===== config.mk =====
export PLATFORM = sky130hd
export DESIGN_NAME = logic_gate_identifier
export DESIGN_NICKNAME = d
export VERILOG_FILES = /design/src/rtl/logic_gate_identifier.sv
export SDC_FILE = /design/constraint.sdc
export NUM_CORES = 1
export LEC_CHECK = 0
export CAP_MARGIN = 20
export CORE_MARGIN = 2
export CORE_UTILIZATION = 52
export DETAILED_ROUTE_END_ITERATION = 6
export MAX_ROUTING_LAYER = met4
export PLACE_DENSITY = 0.77
export SLEW_MARGIN = 20
export SYNTH_ARGS = -nofsm -noshare
export SYNTH_HDL_FRONTEND = slang
export SYNTH_SLANG_ARGS = --single-unit

===== constraint.sdc =====
create_clock -name clk -period 2.2 [get_ports clk]
set_input_delay 0.44 -clock clk [delete_from_list [all_inputs] [get_ports clk]]
set_output_delay 0.44 -clock clk [all_outputs]
set_load 0.03 [all_outputs]

===== src/rtl/logic_gate_identifier.sv =====
// logic_gate_identifier: probes a hidden-opcode gate unit with all four
// operand patterns, double-samples each result, rebuilds the truth table
// and decodes it back to the 3-bit opcode.

module logic_gate_identifier #(
  parameter int SETTLE_CYCLES = 2
) (
  input  logic       clk,
  input  logic       rst_n,
  input  logic       start,
  input  logic       gate_result,
  output logic [1:0] probe_ab,
  output logic       busy,
  output logic       done,
  output logic [3:0] truth_table,
  output logic [2:0] opcode,
  output logic       valid,
  output logic       unknown,
  output logic       unstable
);

  typedef enum logic [2:0] {
    IDLE,
    SETTLE,
    SAMPLE_A,
    SAMPLE_B,
    DECODE,
    DONE
  } state_e;

  // Terminal count of the settle counter; SETTLE lasts exactly SETTLE_CYCLES cycles.
  localparam logic [7:0] SettleLast = 8'(SETTLE_CYCLES - 1);

  state_e     state_q, state_d;
  logic [7:0] cnt_q, cnt_d;
  logic [1:0] idx_q, idx_d;
  logic [3:0] tt_q, tt_d;
  logic       unstable_q, unstable_d;
  logic [2:0] opcode_q, opcode_d;
  logic       valid_q, valid_d;
  logic       unknown_q, unknown_d;

  logic [2:0] decOp;
  logic       decKnown;

  // State and datapath registers; synchronous active-low reset aborts any sweep.
  always_ff @(posedge clk) begin
    if (!rst_n) begin
      state_q    <= IDLE;
      cnt_q      <= '0;
      idx_q      <= '0;
      tt_q       <= '0;
      unstable_q <= 1'b0;
      opcode_q   <= '0;
      valid_q    <= 1'b0;
      unknown_q  <= 1'b0;
    end else begin
      state_q    <= state_d;
      cnt_q      <= cnt_d;
      idx_q      <= idx_d;
      tt_q       <= tt_d;
      unstable_q <= unstable_d;
      opcode_q   <= opcode_d;
      valid_q    <= valid_d;
      unknown_q  <= unknown_d;
    end
  end

  // Next-state logic for the sweep sequencer.
  always_comb begin
    state_d = state_q;
    unique case (state_q)
      IDLE:     if (start) state_d = SETTLE;
      SETTLE:   if (cnt_q == SettleLast) state_d = SAMPLE_A;
      SAMPLE_A: state_d = SAMPLE_B;
      SAMPLE_B: state_d = (idx_q == 2'd3) ? DECODE : SETTLE;
      DECODE:   state_d = DONE;
      DONE:     state_d = IDLE;
      default:  state_d = IDLE;
    endcase
  end

  // Map a captured truth table (bit i = result for probe i) to its opcode.
  always_comb begin
    decOp    = 3'd0;
    decKnown = 1'b1;
    unique case (tt_q)
      4'b0101: decOp = 3'd0;
      4'b1010: decOp = 3'd1;
      4'b1001: decOp = 3'd2;
      4'b0110: decOp = 3'd3;
      4'b1110: decOp = 3'd4;
      4'b0001: decOp = 3'd5;
      4'b1000: decOp = 3'd6;
      4'b0111: decOp = 3'd7;
      default: decKnown = 1'b0;
    endcase
  end

  // Datapath updates: clear on accepted start, count settle time, capture and
  // re-check samples, and publish the decode result on the way into DONE.
  always_comb begin
    cnt_d      = cnt_q;
    idx_d      = idx_q;
    tt_d       = tt_q;
    unstable_d = unstable_q;
    opcode_d   = opcode_q;
    valid_d    = valid_q;
    unknown_d  = unknown_q;
    unique case (state_q)
      IDLE: begin
        if (start) begin
          cnt_d      = '0;
          idx_d      = '0;
          tt_d       = '0;
          unstable_d = 1'b0;
          opcode_d   = '0;
          valid_d    = 1'b0;
          unknown_d  = 1'b0;
        end
      end
      SETTLE: begin
        if (cnt_q != SettleLast) cnt_d = cnt_q + 8'd1;
      end
      SAMPLE_A: begin
        tt_d[idx_q] = gate_result;
      end
      SAMPLE_B: begin
        if (gate_result != tt_q[idx_q]) unstable_d = 1'b1;
        if (idx_q != 2'd3) begin
          idx_d = idx_q + 2'd1;
          cnt_d = '0;
        end
      end
      DECODE: begin
        idx_d = '0;
        if (unstable_q) begin
          opcode_d  = '0;
          valid_d   = 1'b0;
          unknown_d = 1'b0;
        end else if (decKnown) begin
          opcode_d  = decOp;
          valid_d   = 1'b1;
          unknown_d = 1'b0;
        end else begin
          opcode_d  = '0;
          valid_d   = 1'b0;
          unknown_d = 1'b1;
        end
      end
      default: ;
    endcase
  end

  // Moore outputs derived from the current state and held registers.
  always_comb begin
    probe_ab    = idx_q;
    busy        = (state_q == SETTLE) || (state_q == SAMPLE_A) ||
                  (state_q == SAMPLE_B) || (state_q == DECODE);
    done        = (state_q == DONE);
    truth_table = tt_q;
    opcode      = opcode_q;
    valid       = valid_q;
    unknown     = unknown_q;
    unstable    = unstable_q;
  end

endmodule


==> key figures <==
Floorplanning
  – Core area: 0.00245 sq mm
  – # rows: 18
  – Die W: 54.7 microns
  – Effective utilization at floorplan: 54.5%
  – I/O pin count: 18
  – Die Span Y: 54.7 microns
  – Die area: 0.00300 sq mm

GRT
  – Gr ovfl total: 0
  – Vias in the first global route: 1119
  – First-pass GRT wire length: 4710 microns
  – Largest net degree at the start of global routing: 20
  – GRT Total Usage: 22.5%
  – Initial antenna violation count: 0

CTS
  – Setup bufs post-CTS: 0
  – CTS Sinks: 23
  – H-tree depth: 1
  – Inserted Clock Buffers: 3
  – Clk slew on worst S/H paths: 0.13 ns
  – CTS Buffer Depth: 2
  – Worst skew pair latency: 0.31 ns
  – Root Driver: clkbuf_4
  – CTS tree: done

Final layout
  – Layout cells sized above 1: 10.9%
  – Final nets: 185
  – Synth-to-Final Area Change: 19.7%
  – # fillers: 202
  – Util after Layout: 65.3%
  – N_diodes: 0

Yosys
  – Synth area leader: dfxtp_1
  – Synth top area share: 34.4%
  – Synth top area cells: dfxtp_1 (34%), ha_1 (5.6%), o21ai_0 (4.1%), a21boi_0 (3.4%), nand2_1 (3.4%)
  – Ys flop type: dfxtp_1
  – Unique masters post-synth: 42
  – Sequential element share of the synthesized area: 34.4%
  – Avg Cell Area, Syn: 8.81 sq um
  – Post-synth top cells: dfxtp_1 (23), nand2_1 (12), o21ai_0 (11), nor2_1 (9)
  – Count leader, synth: dfxtp_1
  – Post-synth EDFFs: 0
  – Mapped Cells: 152
  – Ys Warns: 0
  – #FFs+latches synth: 23
  – Ys async rst share: 0%
  – Post-Syn Area: 0.00134 sq mm
  – Syn_nets: 162

Route
  – Initial DRT Pass Iterations: 4
  – Post-route ant nets: 0
  – Residual DRC: 0
  – 1st-iter DRT viols: 34
  – Vias: 1211
  – Vias per Instance: 5.94
  – Final wirelength: 2880 microns
  – WL/cell: 14.1 microns

Placed design
  – Routability cong.: 0.867
  – Placed wire-length estimate: 2130 microns
  – Port Buf Inserts: 17
  – Place WS: 0.199 ns

Worst setup path
  – Startpoint types: flop
  – CP required: 1.76 ns
  – Crit path max-delay cell type: clkdlybuf4s50_1
  – CP max stage delay: 0.69 ns
  – Critical Path, Cell by Cell: nor2_1 > xnor2_1 > clkdlybuf4s50_1
  – Critical path class: flop to output pin
  – Crit path arrival time: 1.65 ns
  – Element type at the critical path end: output pin
  – CP max FO: 3

Pwr
  – PwrDens: 465 mW/mm^2
  – Total power draw: 0.000745 W
  – Leak pwr: 0.592 nW
  – Maximum VDD drop: 359 uV

STA
  – Setup violators final: 0
  – Max transition margin: 61.2%
  – RSZ-0062 raised after global routing: no
  – Final hold violation count: 0
  – Hold slack: 0.475 ns
  – Period utilisation layout: 94.8%
  – Slew Viols, Final: 0
  – Final WS setup: 0.114 ns
  – F_max: 479 MHz
  – Min Tclk post-route: 2.09 ns
  – Final setup skew: 0.00382 ns
  – Setup Total Neg Slack: 0 ns
  – Slew @ Worst Pin: 0.577 ns

Run status
  – Outcome: finished, final reports clean

Worst hold path
  – Hold crit path type: flop to flop

Run
  – MaxCap Viol Count: 0
[flip-flops by register name, indices dropped and copies added (netlist names)]
signal / flops
unstable: 1
opcode: 3
valid: 1
truth_table: 4
cnt_q: 8
state_q: 3
probe_ab: 2
unknown: 1
[per-stage QoR]
step           instances  cell area, sq um
6_report             204              1600
3_5_place_dp         200              1580
4_1_cts              204              1600
2_1_floorplan        152              1340
5_1_grt              204              1600
3_3_place_gp         200              1580
[cell families (layout without fill, tap and decap cells)]
kind of cell | count (synthesis) | after routing | synth area share (%)
and+or+nand+nor | 56 | 56 | 25.0
AOI/OAI and AO/OA | 43 | 43 | 22.2
DFF | 23 | 23 | 34.4
buffers and inverters | 13 | 35 | 3.92
adders and majority gates | 6 | 6 | 5.61
muxes | 6 | 6 | 5.51
xor gates and xnor gates | 5 | 5 | 3.27
[report_power, final]
part	internal [W]	total, W	switching (W)
Combinational	0.0000522	0.000114	0.0000618
Sequential	0.000423	0.000430	0.00000711
Clock	0.0000680	0.000201	0.000133
[worst paths after layout]
check / endpoint / slack, ns / start / cells after the start
setup / recovery: busy / 0.11 / state_q[0] / 3
hold / removal: unknown / 0.48 / unknown / 2
setup reg to reg: cnt_q[7] / 0.29 / probe_ab[0] / 6
hold reg to reg: unknown / 0.48 / unknown / 2
[critical path: cells and delay by family (launching register included)]
kind                      cells  cell delay [ns]
DFF                           1             0.34
and+or+nand+nor               1             0.16
xor gates and xnor gates      1             0.14
buffers and inverters         1             0.69
[cells in the final DEF, fill, tap and decap left out, types with 2 or more instances in the layout]
cell | synthesis | final
dfxtp_1 | 23 | 23
clkdlybuf4s50_1 | 0 | 16
nand2_1 | 12 | 12
o21ai_0 | 11 | 11
nor2_1 | 9 | 9
buf_4 | 0 | 8
inv_1 | 6 | 6
o211ai_1 | 6 | 6
a21oi_1 | 6 | 6
a21boi_0 | 6 | 6
ha_1 | 6 | 6
nor2b_1 | 5 | 5
or3_1 | 4 | 4
nand2b_1 | 4 | 4
or4_1 | 4 | 4
mux2i_1 | 4 | 4
nor3b_1 | 3 | 3
o2111ai_1 | 3 | 3
and3_1 | 3 | 3
a22oi_1 | 3 | 3
nand3_1 | 3 | 3
xor2_1 | 3 | 3
clkbuf_4 | 0 | 3
xnor2_1 | 2 | 2
[layer usage]
layer	share of wire, %	global-route usage (%)	vias up
li1	-	-	603
met1	46	25.3	569
met5	0	-	-
met3	3.8	4.10	9
met2	48	37.7	30
met4	2.6	11.3	0
[final cells by class]
| type | count | area [sq um] | area share (%) |
|---|---|---|---|
| multi-input cells | 116 | 826 | 51.5 |
| inverters | 6 | 22.5 | 1.41 |
| flip-flops and latches | 23 | 460 | 28.7 |
| well taps | 30 | 37.5 | 2.34 |
| clock buffers | 3 | 22.5 | 1.41 |
| repair buffers | 25 | 229 | 14.3 |
| clock inverters | 1 | 5.00 | 0.312 |
[timing repair]
action,4_1_cts,5_1_grt
hold buffers,0,0
endpoints found under the setup margin,1,0
hold endpoints to repair,0,0
gates resized for setup,1,0
No activity file was read; power rests on OpenSTA's default activity.
